### src/rtl/ledger_tx_scheduler.sv
// Round-robin scheduler sharing one ledger pipeline among NUM_REQ requesters, with tag routing and pause/drain.
// Optional LEDGER_SCHED_STATS_EN adds saturating issued/failed transaction counters.
module ledger_tx_scheduler #(
  parameter int NUM_REQ       = 4,
  parameter int USER_WIDTH    = 10,
  parameter int BALANCE_WIDTH = 64,
  parameter int LEDGER_LAT    = 2
) (
  input  logic                             clk,
  input  logic                             rst_n,
  input  logic [NUM_REQ-1:0]               req_valid,
  output logic [NUM_REQ-1:0]               req_ready,
  input  logic [NUM_REQ-1:0]               req_opcode,
  input  logic [NUM_REQ*USER_WIDTH-1:0]    req_user_a,
  input  logic [NUM_REQ*USER_WIDTH-1:0]    req_user_b,
  input  logic [NUM_REQ*BALANCE_WIDTH-1:0] req_amount_0,
  input  logic [NUM_REQ*BALANCE_WIDTH-1:0] req_amount_1,
  output logic                             s_valid,
  output logic                             s_opcode,
  output logic [USER_WIDTH-1:0]            s_user_a,
  output logic [USER_WIDTH-1:0]            s_user_b,
  output logic [BALANCE_WIDTH-1:0]         s_amount_0,
  output logic [BALANCE_WIDTH-1:0]         s_amount_1,
  input  logic                             m_valid,
  input  logic                             m_success,
  output logic [NUM_REQ-1:0]               resp_valid,
  output logic [NUM_REQ-1:0]               resp_success,
  input  logic                             ctrl_pause,
  output logic                             paused,
  output logic                             err_tag
`ifdef LEDGER_SCHED_STATS_EN
  ,
  output logic [31:0]                      stat_issued,
  output logic [31:0]                      stat_failed
`endif
);

  localparam int IDX_W = (NUM_REQ > 1) ? $clog2(NUM_REQ) : 1;

  typedef enum logic [1:0] {
    ST_RUN    = 2'd0,
    ST_DRAIN  = 2'd1,
    ST_PAUSED = 2'd2
  } state_t;

  state_t state;

  logic [IDX_W-1:0]         ptr;
  logic [IDX_W-1:0]         grant_idx;
  logic                     accept;
  logic                     sel_opcode;
  logic [USER_WIDTH-1:0]    sel_user_a;
  logic [USER_WIDTH-1:0]    sel_user_b;
  logic [BALANCE_WIDTH-1:0] sel_amount_0;
  logic [BALANCE_WIDTH-1:0] sel_amount_1;

  logic [IDX_W-1:0]         s_idx;
  logic [LEDGER_LAT-1:0]    tag_valid;
  logic [IDX_W-1:0]         tag_idx [LEDGER_LAT];
  logic                     tail_valid;
  logic [IDX_W-1:0]         tail_idx;
  logic                     drained;

  // ctrl_pause blocks grants in the very cycle it rises, before the FSM has left RUN.
  always_comb begin
    req_ready = '0;
    grant_idx = '0;
    accept    = 1'b0;
    if (rst_n && state == ST_RUN && !ctrl_pause) begin
      for (int i = 0; i < NUM_REQ; i++) begin
        if (!accept && req_valid[i] && i >= int'(ptr)) begin
          accept       = 1'b1;
          req_ready[i] = 1'b1;
          grant_idx    = IDX_W'(i);
        end
      end
      for (int i = 0; i < NUM_REQ; i++) begin
        if (!accept && req_valid[i] && i < int'(ptr)) begin
          accept       = 1'b1;
          req_ready[i] = 1'b1;
          grant_idx    = IDX_W'(i);
        end
      end
    end
  end

  always_comb begin
    sel_opcode   = 1'b0;
    sel_user_a   = '0;
    sel_user_b   = '0;
    sel_amount_0 = '0;
    sel_amount_1 = '0;
    for (int i = 0; i < NUM_REQ; i++) begin
      if (req_ready[i]) begin
        sel_opcode   = req_opcode[i];
        sel_user_a   = req_user_a[i*USER_WIDTH +: USER_WIDTH];
        sel_user_b   = req_user_b[i*USER_WIDTH +: USER_WIDTH];
        sel_amount_0 = req_amount_0[i*BALANCE_WIDTH +: BALANCE_WIDTH];
        sel_amount_1 = req_amount_1[i*BALANCE_WIDTH +: BALANCE_WIDTH];
      end
    end
  end

  // Payload fields keep their last value when nothing is issued; only s_valid pulses.
  always_ff @(posedge clk or negedge rst_n) begin
    if (!rst_n) begin
      ptr        <= '0;
      s_valid    <= 1'b0;
      s_idx      <= '0;
      s_opcode   <= 1'b0;
      s_user_a   <= '0;
      s_user_b   <= '0;
      s_amount_0 <= '0;
      s_amount_1 <= '0;
    end else begin
      s_valid <= accept;
      if (accept) begin
        ptr        <= (int'(grant_idx) == NUM_REQ - 1) ? '0 : grant_idx + IDX_W'(1);
        s_idx      <= grant_idx;
        s_opcode   <= sel_opcode;
        s_user_a   <= sel_user_a;
        s_user_b   <= sel_user_b;
        s_amount_0 <= sel_amount_0;
        s_amount_1 <= sel_amount_1;
      end
    end
  end

  always_ff @(posedge clk or negedge rst_n) begin
    if (!rst_n) begin
      tag_valid <= '0;
      for (int k = 0; k < LEDGER_LAT; k++) tag_idx[k] <= '0;
    end else begin
      tag_valid[0] <= s_valid;
      tag_idx[0]   <= s_idx;
      for (int k = 1; k < LEDGER_LAT; k++) begin
        tag_valid[k] <= tag_valid[k-1];
        tag_idx[k]   <= tag_idx[k-1];
      end
    end
  end

  assign tail_valid = tag_valid[LEDGER_LAT-1];
  assign tail_idx   = tag_idx[LEDGER_LAT-1];

  // A ledger completion is only routed when it lines up with a live tag; any disagreement is latched.
  always_ff @(posedge clk or negedge rst_n) begin
    if (!rst_n) begin
      resp_valid   <= '0;
      resp_success <= '0;
      err_tag      <= 1'b0;
    end else begin
      resp_valid   <= '0;
      resp_success <= '0;
      for (int i = 0; i < NUM_REQ; i++) begin
        if (m_valid && tail_valid && tail_idx == IDX_W'(i)) begin
          resp_valid[i]   <= 1'b1;
          resp_success[i] <= m_success;
        end
      end
      if (m_valid != tail_valid) err_tag <= 1'b1;
    end
  end

  assign drained = !s_valid && (tag_valid == '0) && (resp_valid == '0);

  // Releasing ctrl_pause always wins over completing the drain.
  always_ff @(posedge clk or negedge rst_n) begin
    if (!rst_n) begin
      state  <= ST_RUN;
      paused <= 1'b0;
    end else begin
      case (state)
        ST_RUN: begin
          if (ctrl_pause) state <= ST_DRAIN;
        end
        ST_DRAIN: begin
          if (!ctrl_pause) begin
            state <= ST_RUN;
          end else if (drained) begin
            state  <= ST_PAUSED;
            paused <= 1'b1;
          end
        end
        ST_PAUSED: begin
          if (!ctrl_pause) begin
            state  <= ST_RUN;
            paused <= 1'b0;
          end
        end
        default: begin
          state  <= ST_RUN;
          paused <= 1'b0;
        end
      endcase
    end
  end

`ifdef LEDGER_SCHED_STATS_EN
  always_ff @(posedge clk or negedge rst_n) begin
    if (!rst_n) begin
      stat_issued <= '0;
      stat_failed <= '0;
    end else begin
      if (s_valid && stat_issued != 32'hFFFF_FFFF) stat_issued <= stat_issued + 32'd1;
      if (m_valid && !m_success && stat_failed != 32'hFFFF_FFFF) stat_failed <= stat_failed + 32'd1;
    end
  end
`endif

endmodule

### config.mk
export PLATFORM = sky130hd
export DESIGN_NAME = ledger_tx_scheduler
export DESIGN_NICKNAME = d
export VERILOG_FILES = /design/src/rtl/ledger_tx_scheduler.sv
export SDC_FILE = /design/constraint.sdc
export NUM_CORES = 1
export LEC_CHECK = 0
export ABC_AREA = 0
export CAP_MARGIN = 10
export CORE_AREA = 2 2 296 298
export DETAILED_ROUTE_END_ITERATION = 6
export DIE_AREA = 0 0 298 300
export DONT_BUFFER_PORTS = 1
export MAX_ROUTING_LAYER = met4
export PLACE_DENSITY = 0.3
export SETUP_SLACK_MARGIN = 0.02
export SYNTH_ARGS = -nofsm -noshare
export SYNTH_HDL_FRONTEND = slang
export SYNTH_SLANG_ARGS = --single-unit
### constraint.sdc
create_clock -name clk -period 1.9 [get_ports clk]
set_input_delay 0.38 -clock clk [delete_from_list [all_inputs] [get_ports clk]]
set_output_delay 0.38 -clock clk [all_outputs]
set_load 0.005 [all_outputs]
### Word-level counts from Yosys, hierarchy flattened

Cells that the tools add are included.

* output and inout port bits: 164
* register bits after elaboration: 172

* reductions and logical operators: 35
* mux-type cells: 66
* equality and inequality tests: 12
* magnitude comparators: 6
* $add $sub $neg: 1
* bitwise logic cells: 1

Operators with widths (number)
* 64-bit two-way mux: 8
* 10-bit two-way mux: 8
* 1-bit two-way mux: 36
* 2-bit two-way mux: 11
* 1-bit logical AND: 21
* 1-bit logical NOT: 8
* 2-bit != test (second input constant): 4
* 2-bit by 1-bit == test with 1-bit output (second input constant): 3
* 2-bit == test (second input constant): 3
* 2-bit logical NOT: 3
* 2-bit case mux with 3 select lines: 1
* 1-bit by 2-bit >= comparator with 1-bit output (first input constant): 2
* 4-bit logical NOT: 1
* 1-bit by 2-bit < comparator with 1-bit output (first input constant): 2
* 4-bit two-way mux: 1
* 4-bit AND reduction: 1
* 3-bit != test (second input constant): 1
* 1-bit case mux with 3 select lines: 1
* 3-bit AND reduction: 1
* 2-bit by 1-bit adder with 2-bit output (second input constant): 1
* 2-bit >= comparator (first input constant): 1
* 2-bit < comparator (first input constant): 1
* 1-bit != test: 1
* 1-bit NOT: 1

### Depth between registers and ports, before layout

* depth after elaboration: 37
* depth in mapped cells: 9
* mapped depth without buffers: 6

### Worst setup path before layout

OpenSTA, ideal clock, no wires.

* kind: input to register
* start: in ctrl_pause
* end: reg s_amount_1[10]
* slack: -0.121 ns
* cell stages on the path: 7
* setup time: 0.126 ns
* arrival: 1.895 ns
* cell sequence: or4b_1 -> buf_2 -> a21o_1 -> buf_6 -> buf_6 -> buf_2 -> a221o_1

* cells in the longest elaborated chain, start to end: 7

RTL lines
* start: declaration: RTL line 28 `input logic ctrl_pause,`
* 1-bit logical NOT (*)
* 1-bit logical AND (*): RTL line 69 `if (rst_n && state == ST_RUN && !ctrl_pause) begin`
* 4-bit two-way mux: RTL line 69
* 64-bit two-way mux (4 in a row): RTL line 94 `if (req_ready[i]) begin`
* end signal: assignment: RTL line 124 `s_amount_1 <= sel_amount_1;`
* end: declaration: RTL line 23 `output logic [BALANCE_WIDTH-1:0] s_amount_1,`

Every way passes the cells marked *; elsewhere a longest branch is shown, timed or not.
A chain may end at the register's enable or synchronous reset.

### Final worst setup path

* start: reg state[1]
* end: out req_ready[2]

* cells in the longest elaborated chain, start to end: 4

RTL lines
* start: declaration: RTL line 46 `state_t state;`
* start signal: assignment: RTL line 170 `state <= ST_RUN;`
* start signal: assignment: RTL line 175 `if (ctrl_pause) state <= ST_DRAIN;`
* start signal: assignment: RTL line 179 `state <= ST_RUN;`
* 2-bit logical NOT: RTL line 69
* 1-bit logical AND (2 in a row): RTL line 69
* 4-bit two-way mux: RTL line 69
* end: declaration: RTL line 12 `output logic [NUM_REQ-1:0] req_ready,`

No other way between the ends.

==> summary.md <==
| Metric | Value |
|---|---|
| P&R area growth vs syn | 61.7% |
| Worst r2r src | state[1] |
| Slew margin rel. | 62.3% |
| Violated checks | negative hold slack, negative setup slack |
| Syn Inst Count | 1148 |
| GRT Util Overall | 15.6% |
| CTS Sinks | 172 |
| Setup crit start kind | register |
| Worst-case vdd ir drop | 0.000698 V |
| Hold crit path type | input pin to async pin |
| Outcome | complete, but fails checks |
| First-pass GRT wire length | 97000 um |
| Placed Instances | 2284 |
| Clk buf depth | 2 |
| Largest area contributor in the netlist | dfrtp_1 |
| Largest net degree at the start of global routing | 174 |
| Standard-cell row count | 108 |
| CP max-delay cell | or4b_4 |
| DRC | 0 |
| Filler instances | 9531 |
| Final Hold Fails | 172 |
| Least-Margin Pin Slew | 0.561 ns |
| Layout Cells excl Fill | 2560 |
| Max H-tree Level | 4 |
| Max cap viols | 0 |
| Leading cell type in the layout, fill and taps excluded | dfrtp_1 |
| Max stage delay on crit path | 0.53 ns |
| TritonCTS clock tree | yes |
| Kind of critical path | register to output port |
| Routed via count | 12400 |
| Critical path launch point | state[1] |
| RSZ-0062 raised after global routing | true |
| CP Data Required Time | 1.52 ns |
| Syn Nets | 1754 |
| CTS Buf Count | 17 |
| Sequential share of the synthesized area | 39.2% |
| Reg clk slew, reported paths | 0.08 ns |
| Leading post-synthesis cells by cell area | dfrtp_1, a221o_1, a311oi_2, nand4_1, nor3_1 |
| Final ANT Viol Nets | 0 |
| Cell variety after synth | 40 |
| Later-pin clock latency in the skew report | 0.50 ns |
| Number of global-route vias before repair | 12700 |
| Mean Syn Cell Area | 9.56 um2 |
| Setup crit end kind | output port |
| Routed wire length | 76700 um |
| Initial DRC count | 958 |
| Clock Tree Root | clkbuf_16 |
| Pwr/cell area | 1200 nW/um2 |
| Place WS | -0.427 ns |
| CP cell instances | or4b_4, buf_8, nor2_4, buf_12 |
| Ys Warns | 0 |
| DR pass1 iterations | 6 |
| Fmax achieved | 444 MHz |
| Die H | 300 um |
| Number of buffers added on ports | 0 |
| Post-synth top area share | 39.2% |
| Wire length per cell | 30.0 um |
| Starting Density | 12.7% |
| Synth Register Bits | 172 |
| Die Footprint | 89400 um2 |
| Share of cells above drive strength 1 | 31.9% |
| R2R Setup Slk | -0.33 ns |
| Post-layout worst setup margin | -0.350 ns |
| Setup Skew | 0.0126 ns |
| NumNets Final | 1981 |
| I/O pin total | 769 |
| Mapped Area | 11000 um2 |
| Gpl congestion | 0.956 |
| Initial antenna violation count | 18 |
| Fin crit period | 2.25 ns |
| Worst hold slack | -0.431 ns |
| CP Max Fanout | 7 |
| DP HPWL | 50500 um |
| Final Slew Violations | 0 |
| Vias per cell | 4.86 |
| Core box area | 86200 um2 |
| Chip Width | 298 um |
| Leak | 0.00629 uW |
| Critical path arrival | 1.87 ns |
| Commonest non-fill, non-tap cells in the layout | dfrtp_1, dlygate4sd3_1, nor3_1, nand4_1, a221o_1 |
| Period utilization | 118% |
| TNS Setup | -39.94 ns |
| Final setup vio count | 158 |
| Total global routing overflow | 0 |
[report_power, final]
group          internal [uW]  total [uW]  leakage (uW)  switching [uW]
clock network           1780        3800      0.000286            2030
registers               5200        7180       0.00216            1980
logic                   4970       10300       0.00385            5350
total                  11900       21300       0.00629            9360
[per-layer routing]
layer  part of all wire [%]  track usage [%]  routed length [um]
met4                    5.6             8.17                4300
met3                    7.2             4.98                5540
met5                      0                -                   0
met1                     38             16.4               29200
met2                     49             26.0               37700
[cell families after synthesis]
| kind of cell | count (synthesis) | synth area share (%) |
|---|---|---|
| AOI/OAI and AO/OA | 327 | 31.7 |
| DFF | 172 | 39.2 |
| and+or+nand+nor | 477 | 21.9 |
| buffers and inverters | 171 | 7.11 |
| adders and majority gates | 1 | 0.114 |
[worst max-delay path, delay by kind of cell, from the launching register on]
| family | cells | cell delay, ns |
|---|---|---|
| simple gates | 2 | 0.66 |
| buf+inv | 2 | 0.31 |
| flops | 1 | 0.38 |
[stage by stage]
stage               hold WS, ns  util, %  area, um2  power, uW
CTS                      -0.498     19.1      16500      20300
floorplan                0.0844        -      11100      11000
detailed placement       0.0889     15.4      13300      14900
global placement         0.0896     15.4      13300      15000
global route             -0.489     20.6      17800      22400
finish                   -0.431     20.6      17800      21300
[registers in the layout, indices dropped and copies added, names as in the netlist, 4 cells and up]
register	count
resp_valid	4
s_user_b	10
s_amount_1	64
resp_success	4
s_amount_0	64
s_user_a	10
[area by class of cell]
cell class	count	area (um2)	area share, %
Antenna cell	17	42.5	0.240
Tap cell	1155	1450	8.14
Timing Repair inverter	1	5.00	0.0282
Clock inverter	15	169	0.951
Timing Repair Buffer	374	4690	26.4
Inverter	4	18.8	0.106
Clock buffer	17	425	2.40
Sequential cell	172	4310	24.2
Multi-Input combinational cell	805	6650	37.5
[Yosys cell counts, drive strengths merged]
master   number
a2bb2oi       4
or4b          1
a31oi         1
a221o       145
a211oi        1
nand2b        2
and3b         2
nor3b         3
dfrtp       172
or2           3
o2bb2ai       1
nor2b         3
ha            1
and2          1
a21oi         4
nor2          9
o21ai        10
o21a          2
buf          54
a211o         1
a221oi        4
nor4b         1
a21o          3
a311oi      145
nor3        146
nor4          1
inv           4
nand4       145
nand2       155
a32o          1
and3          3
clkbuf      113
nand3         2
o211ai        4
a21boi        1
[repair_timing]
item | in CTS | in global routing
buffers inserted | 25 | 18
cloned | 13 | 30
endpoints found under the setup margin | 156 | 158
endpoints found under the hold margin | 319 | 174
pin swaps | 14 | 48
hold buffers | 145 | 1
gates resized for setup | 116 | 97
[path summary, 6_finish.rpt]
check                                  to  depth (start not counted)
setup reg to reg              s_user_a[9]                          8
max in group asynchronous  s_amount_1[19]                          0
hold / removal             s_amount_0[61]                          0
setup / recovery             req_ready[2]                          4
hold reg to reg               tail_idx[0]                          0
min in group clk                   paused                          2
Power figures use the tool's default switching activity.
==> patch (same settings) <==
`USER_WIDTH`: 10 -> 14.
--- a/src/rtl/ledger_tx_scheduler.sv
+++ b/src/rtl/ledger_tx_scheduler.sv
@@ -2,7 +2,7 @@
 // Optional LEDGER_SCHED_STATS_EN adds saturating issued/failed transaction counters.
 module ledger_tx_scheduler #(
   parameter int NUM_REQ       = 4,
-  parameter int USER_WIDTH    = 10,
+  parameter int USER_WIDTH    = 14,
   parameter int BALANCE_WIDTH = 64,
   parameter int LEDGER_LAT    = 2
 ) (
Ports: changed (resized req_user_a, req_user_b, s_user_a and s_user_b); port bits go from 769 to 809. The function was not compared with the original's and may differ.
==> patch against the original RTL <==
The flow finishes with violations (design-rule violations, negative hold slack, negative setup slack). Power increased by 2.9%. Worst setup slack improved by 99 ps. Cell area decreased by 1.5%. Area after synthesis fell by 3.8%. Sequential share of layout area grew 1.5 points. Clock power increased by 4%. Global-route usage decreased by 2.4 points. Routed wire length fell by 4.9%. Sequential cell count rose by 8. Largest power group unchanged. Highest routed layer unchanged.
==> patch: results (changes against the original RTL) <==
.. list-table::
   :header-rows: 1

   * - Metric
     - Value
   * - Result of the run
     - finished, violations left (unchanged)
   * - Violated checks
     - design-rule violations, negative hold slack, negative setup slack (was negative hold slack, negative setup slack)
   * - Non-clock inverter count
     - 3 (was 5)
   * - Final weighted congestion of routability-driven global placement
     - 0.885 (was 0.956)
   * - Share of cell area taken by flip-flops and latches
     - 25.8% (was 24.2%)
   * - Maximum vdd ir drop
     - 722 uV (was 698 uV)
   * - Insertion delay to the later sink of the worst-skew pair
     - 520 ps (was 500 ps)
   * - Nets
     - 1892 (was 1981)
   * - Number of fill cells
     - 9494 (was 9531)
   * - Worst Setup Slack, final
     - -251 ps (was -350 ps)
   * - Aggregate routed wire length
     - 73000 um (was 76700 um)
   * - Multi-input combinational cell area
     - 6290 um^2 (was 6650 um^2)
   * - Launching instance or port of the critical path
     - ptr[1] (was state[1])
   * - Post-detailed-route DRC marker count
     - 1 (was 0)
   * - CP Max Fanout
     - 4 (was 7)
   * - Final Power
     - 21.9 mW (was 21.3 mW)
   * - Non-Clock Buffer Area Fraction
     - 26.4% (about the same)
   * - Post-CTS setup-driven buffer insertion count
     - 11 (was 25)
   * - Pin count of the biggest net entering global routing
     - 182 (was 174)
   * - Setup violators final
     - 160 (was 158)
   * - Clk_buf instances
     - 19 (was 17)
   * - Final worst hold slack
     - -439 ps (was -431 ps)
   * - Post-synthesis sequential area ratio
     - 42.6% (was 39.2%)
   * - Hold violation total from the final report
     - 180 (was 172)
   * - Longest individual stage delay on the worst path
     - 430 ps (was 530 ps)
==> patch: kinds of logic after synthesis <==
logic type | Yosys count | share of synthesized area (%)
fa+ha+maj | 1 | 0.118
compound gates | 649 | 47.5
simple gates | 47 | 2.37
flops | 180 | 42.6
buf+inv | 146 | 7.41
==> patch: final timing paths <==
path                                  end  slack [ps]  depth (start not counted)
max                          req_ready[1]        -250                          6
min                        s_amount_1[33]        -440                          0
max reg2reg                s_amount_0[27]        -220                          9
min reg2reg                  tag_valid[1]         380                          0
max in group asynchronous  s_amount_0[33]        1960                          0
min in group clk           s_amount_1[15]          50                          2
==> patch: routing by layer <==
metal | vias to the layer above | part of all wire, % | track usage [%]
met5 | - | 0 | -
met4 | 0 | 4.5 | 6.34
met3 | 160 | 7.9 | 4.33
met2 | 726 | 47 | 20.8
met1 | 5940 | 40 | 15.1
li1 | 4783 | - | -
